--- src/rtl/clint_pkg.sv ---
// Shared constants, register-select encoding and helpers for the core-local interruptor.
package clint_pkg;

  localparam int unsigned clint_clk_divider_rtc = 380;

  localparam logic [15:0] clint_msip_off        = 16'h0000;
  localparam logic [15:0] clint_mtimecmp_off    = 16'h4000;
  localparam logic [15:0] clint_mtime_off       = 16'hBFF8;
  localparam logic [15:0] clint_mtimecmp_hi_off = clint_mtimecmp_off + 16'd4;
  localparam logic [15:0] clint_mtime_hi_off    = clint_mtime_off + 16'd4;

  localparam logic [63:0] clint_mtimecmp_rst = 64'hFFFF_FFFF_FFFF_FFFF;

  typedef enum logic [2:0] {
    SEL_NONE,
    SEL_MSIP,
    SEL_CMP_LO,
    SEL_CMP_HI,
    SEL_TIME_LO,
    SEL_TIME_HI
  } clint_sel_e;

  // Word-granular decode; byte offset bits are not part of the match.
  function automatic clint_sel_e clint_decode(input logic [15:2] word);
    clint_sel_e sel;
    sel = SEL_NONE;
    if (word == clint_msip_off[15:2])             sel = SEL_MSIP;
    else if (word == clint_mtimecmp_off[15:2])    sel = SEL_CMP_LO;
    else if (word == clint_mtimecmp_hi_off[15:2]) sel = SEL_CMP_HI;
    else if (word == clint_mtime_off[15:2])       sel = SEL_TIME_LO;
    else if (word == clint_mtime_hi_off[15:2])    sel = SEL_TIME_HI;
    return sel;
  endfunction

  function automatic logic [31:0] byte_merge(input logic [31:0] old,
                                             input logic [31:0] wdata,
                                             input logic [3:0]  wstrb);
    logic [31:0] r;
    r = old;
    for (int b = 0; b < 4; b++)
      if (wstrb[b]) r[8*b +: 8] = wdata[8*b +: 8];
    return r;
  endfunction

endpackage

--- src/rtl/clint_if.sv ---
// Request/response bus between the address decoder, the CLINT and the core's interrupt inputs.
interface clint_if;
  logic        clint_valid;
  logic        clint_instr;
  logic [31:0] clint_addr;
  logic [31:0] clint_wdata;
  logic [3:0]  clint_wstrb;
  logic [31:0] clint_rdata;
  logic        clint_ready;
  logic        clint_msip;
  logic        clint_mtip;

  modport master (
    output clint_valid, clint_instr, clint_addr, clint_wdata, clint_wstrb,
    input  clint_rdata, clint_ready, clint_msip, clint_mtip
  );

  modport slave (
    input  clint_valid, clint_instr, clint_addr, clint_wdata, clint_wstrb,
    output clint_rdata, clint_ready, clint_msip, clint_mtip
  );
endinterface

--- src/rtl/clint_rtc.sv ---
// Real-time tick generator: divides the core clock into an rtc level and emits
// a one-cycle pulse on each rising edge of that level.
module clint_rtc
  import clint_pkg::*;
#(
  parameter int unsigned clk_divider_rtc = clint_clk_divider_rtc
) (
  input  logic clock,
  input  logic reset,
  output logic rtc_tick
);

  localparam int unsigned CW = (clk_divider_rtc < 1) ? 1 : $clog2(clk_divider_rtc + 1);

  logic [CW-1:0] cnt_q, cnt_d;
  logic          rtc_q, rtc_d, rtc_prev_q;
  logic          wrap;

  assign wrap = (cnt_q == CW'(clk_divider_rtc));

  always_comb begin
    cnt_d = wrap ? '0 : cnt_q + CW'(1);
    rtc_d = rtc_q ^ wrap;
  end

  always_ff @(posedge clock or posedge reset) begin
    if (reset) begin
      cnt_q      <= '0;
      rtc_q      <= 1'b0;
      rtc_prev_q <= 1'b0;
    end else begin
      cnt_q      <= cnt_d;
      rtc_q      <= rtc_d;
      rtc_prev_q <= rtc_q;
    end
  end

  assign rtc_tick = rtc_q & ~rtc_prev_q;

endmodule

--- src/rtl/clint.sv ---
// Core-local interruptor: msip, 64-bit mtime/mtimecmp with byte-masked access,
// registered timer compare and a fixed one-cycle response.
module clint
  import clint_pkg::*;
#(
  parameter int unsigned clk_divider_rtc = clint_clk_divider_rtc
) (
  input  logic    clock,
  input  logic    reset,
  clint_if.slave  bus
);

  logic        rtc_tick;
  clint_sel_e  sel;
  logic        wr_en;
  logic [63:0] mtime_q, mtime_d, mtime_inc;
  logic [63:0] cmp_q, cmp_d;
  logic        msip_q, msip_d;
  logic        mtip_q;
  logic        ready_q;
  logic [31:0] rdata_q, rdata_d, rd_mux;
  logic        unused_ok;

  clint_rtc #(.clk_divider_rtc(clk_divider_rtc)) u_rtc (
    .clock    (clock),
    .reset    (reset),
    .rtc_tick (rtc_tick)
  );

  // Fetch flag and out-of-window address bits carry no meaning here.
  assign unused_ok = ^{bus.clint_instr, bus.clint_addr[31:16], bus.clint_addr[1:0]};

  assign sel   = clint_decode(bus.clint_addr[15:2]);
  assign wr_en = bus.clint_valid & (|bus.clint_wstrb);

  // Read mux sees pre-write, pre-increment state.
  always_comb begin
    rd_mux = '0;
    case (sel)
      SEL_MSIP:    rd_mux = {31'b0, msip_q};
      SEL_CMP_LO:  rd_mux = cmp_q[31:0];
      SEL_CMP_HI:  rd_mux = cmp_q[63:32];
      SEL_TIME_LO: rd_mux = mtime_q[31:0];
      SEL_TIME_HI: rd_mux = mtime_q[63:32];
      default:     rd_mux = '0;
    endcase
  end

  // Written bytes override the incremented mtime; untouched bytes keep the tick.
  always_comb begin
    mtime_inc = mtime_q + 64'(rtc_tick);
    mtime_d   = mtime_inc;
    cmp_d     = cmp_q;
    msip_d    = msip_q;
    rdata_d   = bus.clint_valid ? rd_mux : '0;
    if (wr_en) begin
      case (sel)
        SEL_MSIP:    if (bus.clint_wstrb[0]) msip_d = bus.clint_wdata[0];
        SEL_CMP_LO:  cmp_d[31:0]    = byte_merge(cmp_q[31:0],      bus.clint_wdata, bus.clint_wstrb);
        SEL_CMP_HI:  cmp_d[63:32]   = byte_merge(cmp_q[63:32],     bus.clint_wdata, bus.clint_wstrb);
        SEL_TIME_LO: mtime_d[31:0]  = byte_merge(mtime_inc[31:0],  bus.clint_wdata, bus.clint_wstrb);
        SEL_TIME_HI: mtime_d[63:32] = byte_merge(mtime_inc[63:32], bus.clint_wdata, bus.clint_wstrb);
        default: ;
      endcase
    end
  end

  always_ff @(posedge clock or posedge reset) begin
    if (reset) begin
      mtime_q <= '0;
      cmp_q   <= clint_mtimecmp_rst;
      msip_q  <= 1'b0;
      mtip_q  <= 1'b0;
      ready_q <= 1'b0;
      rdata_q <= '0;
    end else begin
      mtime_q <= mtime_d;
      cmp_q   <= cmp_d;
      msip_q  <= msip_d;
      mtip_q  <= (mtime_q >= cmp_q);
      ready_q <= bus.clint_valid;
      rdata_q <= rdata_d;
    end
  end

  assign bus.clint_rdata = rdata_q;
  assign bus.clint_ready = ready_q;
  assign bus.clint_msip  = msip_q;
  assign bus.clint_mtip  = mtip_q;

endmodule

--- src/flat_wrapper.sv ---
// flat-port wrapper written by rule: the top's interface ports become plain ports
module clint_flat import clint_pkg::*;
#(
  parameter int unsigned clk_divider_rtc = clint_clk_divider_rtc
)
  (clock, reset, bus_clint_valid, bus_clint_instr, bus_clint_addr, bus_clint_wdata, bus_clint_wstrb, bus_clint_rdata, bus_clint_ready, bus_clint_msip, bus_clint_mtip);
  clint_if bus_i ();
  input  logic clock;
  input  logic reset;
  input wire logic [$bits(bus_i.clint_valid)-1:0] bus_clint_valid;
  input wire logic [$bits(bus_i.clint_instr)-1:0] bus_clint_instr;
  input wire logic [$bits(bus_i.clint_addr)-1:0] bus_clint_addr;
  input wire logic [$bits(bus_i.clint_wdata)-1:0] bus_clint_wdata;
  input wire logic [$bits(bus_i.clint_wstrb)-1:0] bus_clint_wstrb;
  output wire logic [$bits(bus_i.clint_rdata)-1:0] bus_clint_rdata;
  output wire logic [$bits(bus_i.clint_ready)-1:0] bus_clint_ready;
  output wire logic [$bits(bus_i.clint_msip)-1:0] bus_clint_msip;
  output wire logic [$bits(bus_i.clint_mtip)-1:0] bus_clint_mtip;
  assign bus_i.clint_valid = bus_clint_valid;
  assign bus_i.clint_instr = bus_clint_instr;
  assign bus_i.clint_addr = bus_clint_addr;
  assign bus_i.clint_wdata = bus_clint_wdata;
  assign bus_i.clint_wstrb = bus_clint_wstrb;
  assign bus_clint_rdata = bus_i.clint_rdata;
  assign bus_clint_ready = bus_i.clint_ready;
  assign bus_clint_msip = bus_i.clint_msip;
  assign bus_clint_mtip = bus_i.clint_mtip;
  clint #(.clk_divider_rtc(clk_divider_rtc)) u_core (.clock(clock), .reset(reset), .bus(bus_i));
endmodule
--- config.mk ---
export PLATFORM = sky130hd
export DESIGN_NAME = clint_flat
export DESIGN_NICKNAME = d
export VERILOG_FILES = /design/src/rtl/clint_pkg.sv /design/src/rtl/clint_if.sv /design/src/rtl/clint_rtc.sv /design/src/rtl/clint.sv /design/src/flat_wrapper.sv
export SDC_FILE = /design/constraint.sdc
export NUM_CORES = 1
export LEC_CHECK = 0
export ABC_CLOCK_PERIOD_IN_PS = 5100
export BUFFER_PORTS_ARGS = -buffer_cell sky130_fd_sc_hd__clkbuf_2
export CAP_MARGIN = 20
export CELL_PAD_IN_SITES_DETAIL_PLACEMENT = 1
export CELL_PAD_IN_SITES_GLOBAL_PLACEMENT = 1
export CORE_ASPECT_RATIO = 1.1
export CORE_MARGIN = 1
export CORE_UTILIZATION = 46
export DETAILED_ROUTE_END_ITERATION = 16
export PLACE_DENSITY_LB_ADDON = 0.12
export RECOVER_POWER = 25
export SLEW_MARGIN = 10
export SYNTH_ARGS = -nofsm -noshare
export SYNTH_HDL_FRONTEND = slang
export SYNTH_SLANG_ARGS = --single-unit
--- constraint.sdc ---
create_clock -name clock -period 5.1 [get_ports clock]
set_input_delay 0 -clock clock [delete_from_list [all_inputs] [get_ports clock]]
set_output_delay 0 -clock clock [all_outputs]
set_load 0.05 [all_outputs]
==> results of run 1 <==
-- cells by family (layout without fill, tap and decap cells) --
group / count (synthesis) / count (layout) / share of synthesized area [%]
AND/OR/NAND/NOR: 345 / 345 / 17.29
XOR/XNOR: 69 / 69 / 6.037
multiplexers: 68 / 68 / 7.649
flip-flops: 174 / 174 / 44.29
AO/OA/AOI/OAI: 178 / 178 / 11.70
buffers and inverters: 115 / 243 / 4.537
adder cells (fa/ha/maj): 68 / 68 / 8.499
-- cell usage after synthesis, types with 27 or more instances --
cell type / n
sky130_fd_sc_hd__nand2_1: 63
sky130_fd_sc_hd__nor2_1: 129
sky130_fd_sc_hd__mux2_2: 68
sky130_fd_sc_hd__xor2_1: 36
sky130_fd_sc_hd__inv_1: 76
sky130_fd_sc_hd__nand4_1: 34
sky130_fd_sc_hd__dfstp_2: 64
sky130_fd_sc_hd__a22oi_1: 27
sky130_fd_sc_hd__a221oi_1: 27
sky130_fd_sc_hd__clkbuf_1: 27
sky130_fd_sc_hd__dfrtp_1: 110
sky130_fd_sc_hd__ha_1: 68
sky130_fd_sc_hd__a21oi_1: 69
sky130_fd_sc_hd__xnor2_1: 33
sky130_fd_sc_hd__nand3_1: 38
-- how the worst min path moves through the flow --
stage	startpoint	to	slack, ps	cells after the start
2_1_floorplan	bus_clint_valid	u_core.bus.clint_ready$_DFF_PP0_	30	0
3_3_place_gp	reset	u_core.bus.clint_rdata[29]$_DFF_PP0_	220	2
3_5_place_dp	reset	u_core.bus.clint_rdata[29]$_DFF_PP0_	220	2
4_1_cts	bus_clint_addr[10]	u_core.bus.clint_rdata[0]$_DFF_PP0_	20	6
5_1_grt	bus_clint_addr[10]	u_core.bus.clint_rdata[0]$_DFF_PP0_	60	6
6_report	bus_clint_addr[10]	u_core.bus.clint_rdata[0]$_DFF_PP0_	40	6
-- sequential cells by signal, indices dropped and copies added (netlist names) --
signal                   count
u_core.cmp_q                64
u_core.mtime_q              64
u_core.bus.clint_msip        1
u_core.bus.clint_mtip        1
u_core.u_rtc.rtc_q           1
u_core.u_rtc.rtc_prev_q      1
u_core.bus.clint_rdata      32
u_core.u_rtc.cnt_q           9
u_core.bus.clint_ready       1
-- timing repair --
action,in CTS,in global routing
endpoints found under the hold margin,186,0
hold buffers,36,0
setup endpoints to repair,0,0
-- worst max-delay path, cell delays in order, from the launching register on --
cell and delay (ps):
sky130_fd_sc_hd__dfrtp_1 380, sky130_fd_sc_hd__nor2b_1 150, sky130_fd_sc_hd__ha_1 180, sky130_fd_sc_hd__ha_1 210, sky130_fd_sc_hd__nand2_1 120, sky130_fd_sc_hd__nor4_1 530, sky130_fd_sc_hd__nand4b_1 830, sky130_fd_sc_hd__nor4b_1 660
sky130_fd_sc_hd__xnor2_1 170, sky130_fd_sc_hd__o21ai_0 90
-- per-stage QoR --
step / util, % / total power [mW] / hold slack [ps]
floorplan: - / 1.442 / 31.43
global placement: 50.49 / 1.503 / 219.5
detailed placement: 50.49 / 1.504 / 218.9
CTS: 55.20 / 2.966 / 16.40
global route: 55.16 / 3.020 / 57.45
finish: 55.16 / 2.935 / 35.48
-- power by group --
part           total [mW]  internal, mW  switching (mW)  leakage, nW
clock                1.44         0.845           0.592        0.304
sequential           1.38          1.38         0.00111         1.85
combinational       0.114        0.0391          0.0752         2.55
-- area by class of cell --
class | instances | area share (%)
timing repair buffer | 135 | 7.401
clock buffer | 19 | 3.770
inverter | 76 | 2.471
tap | 290 | 3.088
sequential | 174 | 37.74
multi-input combinational | 728 | 43.82
clock inverter | 13 | 1.704
-- routing by layer --
metal  wire, µm  vias up  part of all wire (%)  global-route usage [%]
li1           -     3874                     -                       -
met1      12760     4142                    45                   35.20
met2      14370      149                    51                   46.83
met3        859       30                   3.0                   3.917
met4        320        2                   1.1                   6.605
met5         13        -                 0.046                       0
-- cells in the final DEF, fill, tap and decap left out, types with 12 or more instances in the layout --
master                          instances
sky130_fd_sc_hd__a22oi_1               27
sky130_fd_sc_hd__mux2_2                68
sky130_fd_sc_hd__inv_1                 75
sky130_fd_sc_hd__dfstp_2               64
sky130_fd_sc_hd__xnor2_1               33
sky130_fd_sc_hd__dfrtp_1              110
sky130_fd_sc_hd__o21ai_0               22
sky130_fd_sc_hd__and3_1                13
sky130_fd_sc_hd__nand4_1               34
sky130_fd_sc_hd__dlygate4sd3_1         36
sky130_fd_sc_hd__clkbuf_2              76
sky130_fd_sc_hd__clkbuf_1              12
sky130_fd_sc_hd__nand3_1               38
sky130_fd_sc_hd__nor3_1                19
sky130_fd_sc_hd__a221oi_1              27
sky130_fd_sc_hd__clkbuf_16             17
sky130_fd_sc_hd__xor2_1                36
sky130_fd_sc_hd__a21oi_1               69
sky130_fd_sc_hd__ha_1                  68
sky130_fd_sc_hd__nor2_1               129
sky130_fd_sc_hd__nand2_1               63
==> metrics.txt, run 1 <==
run status=completed; share of the yosys chip area belonging to registers=44.29%; final standard cell area without fillers=11750 µm²; number of distinct standard cells referenced by the synthesized netlist=56; predominant post-synthesis flop cell=sky130_fd_sc_hd__dfrtp_1; TritonCTS clock tree=yes; number of DRC violations after detailed routing=0; register area=4434 µm²; die area=22360 µm²; drt wl/cell=19.73 µm; P per Cell Area=249.8 nW/µm²; largest net degree at the start of global routing=87; wire length of the first global-routing pass=45.55 mm; total half-perimeter wirelength after legalization and detailed placement=19.88 mm; length in cells of the worst reg-to-reg path=9; number of buffers added by the clock tree synthesis step=17; clock insertion delay at the later pin of the skew report=440 ps; mean post-synth cell area=9.844 µm²; synthesis warning total=0; hold crit path type=in2reg; number of buffers inserted by port buffering=87; ranking of synthesized cells by area=sky130_fd_sc_hd__dfrtp_1, sky130_fd_sc_hd__dfstp_2, sky130_fd_sc_hd__ha_1; placer congestion estimate=0.8561; worst clock skew=15.60 ps; setup repair after global routing missed its margin=false; synthesized flop and latch total=174; Multi-input gate area=5149 µm²; Max Transition Viols Final=0; master cell of the clock root buffer=sky130_fd_sc_hd__clkbuf_16; worst flop-to-flop path startpoint=u_core.u_rtc.rtc_q$_DFF_PP0_; critical path endpoint=u_core.mtime_q[56]$_DFF_PP0_; floorplan die width=142.7 µm; IO Pins=107; area of the core region=21300 µm²; Die Height=156.7 µm; endpoint kind of the worst setup timing path=flop; largest fanout of any net on the critical path=14; number of global-route vias before repair=8448; r2r endpoint=u_core.mtime_q[56]$_DFF_PP0_; number of enable flip-flop cells after synthesis=0; number of nets in the layout=1272; worst-case setup slack after placement=1630 ps; total placed instance area=10750 µm²; CTS clock-pin slew for the worst setup and hold paths=80 ps; fin cells=1435; area share of the largest cell type after synthesis=27.50%; DR vias/cell=5.712; CP Data Arrival Time=3750 ps; CTS H-Tree Depth=4; netlist area before placement=10010 µm²; Setup Crit Path Kind=reg2reg; Post-Syn Nets=1157; number of post-CTS setup repair buffers=0; register-to-register setup slack=1650 ps; Period minus WS final=3453 ps; highest ir drop seen on vdd=0.1894 mV; Site Rows=56; actual slew at the worst max-slew pin=1001 ps; violation count after the first detailed-route iteration=438; post-CTS sizing=0; Final Hold Fails=0; beginning of the critical path=u_core.u_rtc.rtc_q$_DFF_PP0_; Area Growth Syn to Fin=17.36%; Leakage Power=4.706 nW; number of setup violations in the final report=0; number of sinks driven by the clock tree=174; FILL cells=2436; Worst Slack Setup Final=1647 ps; total global-route track usage=26.98%; total grt overflow=0; Placed Cells=1366; f_max=0.2896 GHz; Rel. slew slack=32.87%; Fin Setup TNS=0 ps; initial antenna violation count=1; antenna diode instance count=0; Synth area leader=sky130_fd_sc_hd__dfrtp_1; antenna violation net count after detailed routing=0; startpoint type of the worst setup path=flop; share of layout cells above drive strength 1=23.58%; total length of routed wires=28.32 mm; Maximum Capacitance Violations=0; number of standard cells after synthesis=1017; drt first pass iters=6; clock tree buffer depth=2; number of vias after detailed routing=8197; portion of the clock cycle consumed by the worst path in the final layout=67.72%; effective utilization at floorplan=47.00%; proportion of synthesized flip-flops having asynchronous set or reset=100.0%; worst path required time=5400 ps
Note: power is estimated with default switching activity, not from simulation.
==> inputs of run 2 (changes only) <==
ABC_CLOCK_PERIOD_IN_PS = 3460   (was 5100)
clock period = 3.46 ns   (was 5.1 ns; I/O delays follow)
==> metrics.txt, run 2 (same netlist as run 1, synthesis figures left out) <==
violation count after the first detailed-route iteration=472 (was 438); CP Data Arrival Time=3280 ps (was 3750 ps); met3 capacity usage during global routing=3.672% (was 3.917%); f_max=0.3342 GHz (was 0.2896 GHz); Maximum Capacitance Violations=1 (was 0); total grt overflow=0 (unchanged); number of sinks driven by the clock tree=174 (unchanged); total global-route track usage=27.31% (was 26.98%); Setup Crit Path Kind=reg2reg (unchanged); share of layout cells above drive strength 1=21.52% (was 23.58%); number of nets in the layout=1275 (was 1272); master cell of the clock root buffer=sky130_fd_sc_hd__clkbuf_16 (unchanged); area of the core region=21300 µm² (unchanged); number of post-CTS setup repair buffers=0 (unchanged); cell depth of the worst hold path=6 (unchanged); largest net degree at the start of global routing=175 (was 87); TritonCTS clock tree=yes (unchanged); run status=finished, violations left (was completed); placer congestion estimate=0.8664 (was 0.8561); combinational power share=4.0% (was 3.9%); IO Pins=107 (unchanged); length in cells of the worst reg-to-reg path=10 (was 9); Internal Pwr Total=3.184 mW (was 2.268 mW); number of stages on the worst setup path=10 (was 9); critical-path cell with the highest stage delay=sky130_fd_sc_hd__nor4_1 (was sky130_fd_sc_hd__nand4b_1); worst clock skew=11.82 ps (was 15.60 ps); cells along the critical path=nor2b_1 > ha_1 > ha_1 > nand2_1 > nor4_1 > nand4b_1 > buf_4 > nor4_1 > xnor2_1 > o21ai_0 (was nor2b_1 > ha_1 > ha_1 > nand2_1 > nor4_1 > nand4b_1 > nor4b_1 > xnor2_1 > o21ai_0); most used cells in the layout excluding fill and tap cells=sky130_fd_sc_hd__nor2_1, sky130_fd_sc_hd__dfrtp_1, sky130_fd_sc_hd__inv_1 (was sky130_fd_sc_hd__nor2_1, sky130_fd_sc_hd__dfrtp_1, sky130_fd_sc_hd__clkbuf_2); total half-perimeter wirelength after legalization and detailed placement=20.30 mm (was 19.88 mm); number of setup violations in the final report=0 (unchanged); sequential share of power=49.3% (was 47.2%); drt first pass iters=5 (was 6); worst path required time=3750 ps (was 5400 ps); DR vias/cell=5.730 (was 5.712); r2r endpoint=u_core.mtime_q[58]$_DFF_PP0_ (was u_core.mtime_q[56]$_DFF_PP0_); register-to-register setup slack=470 ps (was 1650 ps); drt wl/cell=19.98 µm (was 19.73 µm); hold crit path type=in2reg (unchanged); largest fanout of any net on the critical path=12 (was 14); startpoint type of the worst setup path=flop (unchanged); beginning of the critical path=u_core.u_rtc.rtc_q$_DFF_PP0_ (unchanged); most crowded layer after global routing=met2 (unchanged); number of buffers added by the clock tree synthesis step=17 (unchanged); Clock Power Share=46.7% (was 48.9%); Fin Setup TNS=0 ps (unchanged); antenna violation net count after detailed routing=0 (unchanged); CTS H-Tree Depth=4 (unchanged); slowest cell delay on critical path=540 ps (was 830 ps); kind of cell adding the most delay to the critical path=simple AND/OR/NAND/NOR gates (unchanged); endpoint kind of the worst setup timing path=flop (unchanged); CTS clock-pin slew for the worst setup and hold paths=70 ps (was 80 ps); die area=22360 µm² (unchanged); register area=4434 µm² (unchanged); wire length of the first global-routing pass=46.17 mm (was 45.55 mm); number of buffers inserted by port buffering=87 (unchanged); Placed Cells=1370 (was 1366); violated checks=capacitance limit, slew limit; Leakage Power=4.607 nW (was 4.706 nW); number of buffer and inverter stages on the critical path=1 (was 0); Final Hold Fails=0 (unchanged); number of DRC violations after detailed routing=0 (unchanged); Area Growth Syn to Fin=16.66% (was 17.36%); initial antenna violation count=0 (was 1); Die Height=156.7 µm (unchanged); portion of the clock cycle consumed by the worst path in the final layout=86.47% (was 67.72%); highest ir drop seen on vdd=0.3762 mV (was 0.1894 mV); critical path endpoint=u_core.mtime_q[58]$_DFF_PP0_ (was u_core.mtime_q[56]$_DFF_PP0_); leading cell type in the layout, fill and taps excluded=sky130_fd_sc_hd__nor2_1 (unchanged); met1 usage in global routing=34.57% (was 35.20%); Switching Fraction=23.12% (was 22.75%); clock tree buffer depth=2 (unchanged); effective utilization at floorplan=47.00% (unchanged); number of global-route vias before repair=8552 (was 8448); antenna diode instance count=0 (unchanged); clock insertion delay at the later pin of the skew report=440 ps (about the same); fin cells=1438 (was 1435); floorplan die width=142.7 µm (unchanged); worst flop-to-flop path startpoint=u_core.u_rtc.rtc_q$_DFF_PP0_ (unchanged); setup repair after global routing missed its margin=false (unchanged); Site Rows=56 (unchanged); Rel. slew slack=-60.25% (was 32.87%); number of vias after detailed routing=8240 (was 8197); Max Transition Viols Final=175 (was 0); actual slew at the worst max-slew pin=2404 ps (was 1001 ps); total length of routed wires=28.73 mm (was 28.32 mm); Multi-input gate area=5149 µm² (unchanged); FILL cells=2477 (was 2436); Period minus WS final=2992 ps (was 3453 ps); met2 layer usage reported by global route=47.46% (was 46.83%); P per Cell Area=354.7 nW/µm² (was 249.8 nW/µm²); net switching power of the design=0.9578 mW (was 0.6679 mW)
-- run 2: cell types whose count changed in the layout (fill, tap and decap cells not counted) --
cell,previous run,this run
sky130_fd_sc_hd__buf_2,1,0
sky130_fd_sc_hd__buf_4,11,14
sky130_fd_sc_hd__clkbuf_1,12,38
sky130_fd_sc_hd__clkinv_2,0,3
sky130_fd_sc_hd__bufinv_16,4,2
sky130_fd_sc_hd__clkbuf_2,76,51
sky130_fd_sc_hd__clkbuf_4,0,1
sky130_fd_sc_hd__inv_8,2,0
-- run 2: per-stage QoR --
step	hold WS [ps]	util [%]	setup slack (ps)	area (µm²)	total power, mW
3_3_place_gp	290.5	50.68	658.7	10800	2.214
5_1_grt	57.86	54.83	312.5	11680	4.271
3_5_place_dp	296.0	50.68	531.3	10800	2.216
2_1_floorplan	31.43	-	1248	10010	2.127
6_report	31.42	54.83	468.1	11680	4.142
4_1_cts	29.02	55.10	502.2	11740	4.196
-- run 2: power by group through the flow --
stage	Clock, mW	Combinational, mW	Sequential [mW]
global placement	0	0.138	2.08
floorplan	0	0.0481	2.08
detailed placement	0	0.139	2.08
global route	2.05	0.184	2.04
CTS	1.98	0.172	2.04
finish	1.94	0.166	2.04
-- run 2: layout make-up --
type	instances	share of cell area, %
multi-input combinational	728	44.09
sequential	174	37.97
timing repair buffer	138	7.392
clock buffer	20	3.825
tap	290	3.107
inverter	76	2.475
clock inverter	12	1.146
-- run 2: repair_timing --
action / CTS / global route
hold endpoints to repair: 241 / 0
hold buffers: 36 / 0
gates resized for setup: 0 / 0
-- run 2: tightest hold or removal path, stage by stage --
cell and delay, ps:
sky130_fd_sc_hd__clkbuf_2 90, sky130_fd_sc_hd__nor4_1 50, sky130_fd_sc_hd__nand3_1 60, sky130_fd_sc_hd__nor3_1 90, sky130_fd_sc_hd__nand2_1 80, sky130_fd_sc_hd__a21oi_1 50
-- run 2: worst min-delay path by stage --
stage | from | slack, ps | end
2_1_floorplan | bus_clint_valid | 30 | u_core.bus.clint_ready$_DFF_PP0_
3_3_place_gp | bus_clint_wdata[8] | 290 | u_core.mtime_q[40]$_DFF_PP0_
3_5_place_dp | bus_clint_wdata[30] | 300 | u_core.mtime_q[62]$_DFF_PP0_
4_1_cts | bus_clint_addr[10] | 30 | u_core.bus.clint_rdata[0]$_DFF_PP0_
5_1_grt | bus_clint_addr[10] | 60 | u_core.bus.clint_rdata[0]$_DFF_PP0_
6_report | bus_clint_addr[10] | 30 | u_core.bus.clint_rdata[0]$_DFF_PP0_
-- run 2: metal layers --
layer | routed length (µm) | up-vias
met5 | 0 | -
met4 | 757 | 0
met3 | 872 | 45
met2 | 14380 | 174
met1 | 12720 | 4137
li1 | - | 3884
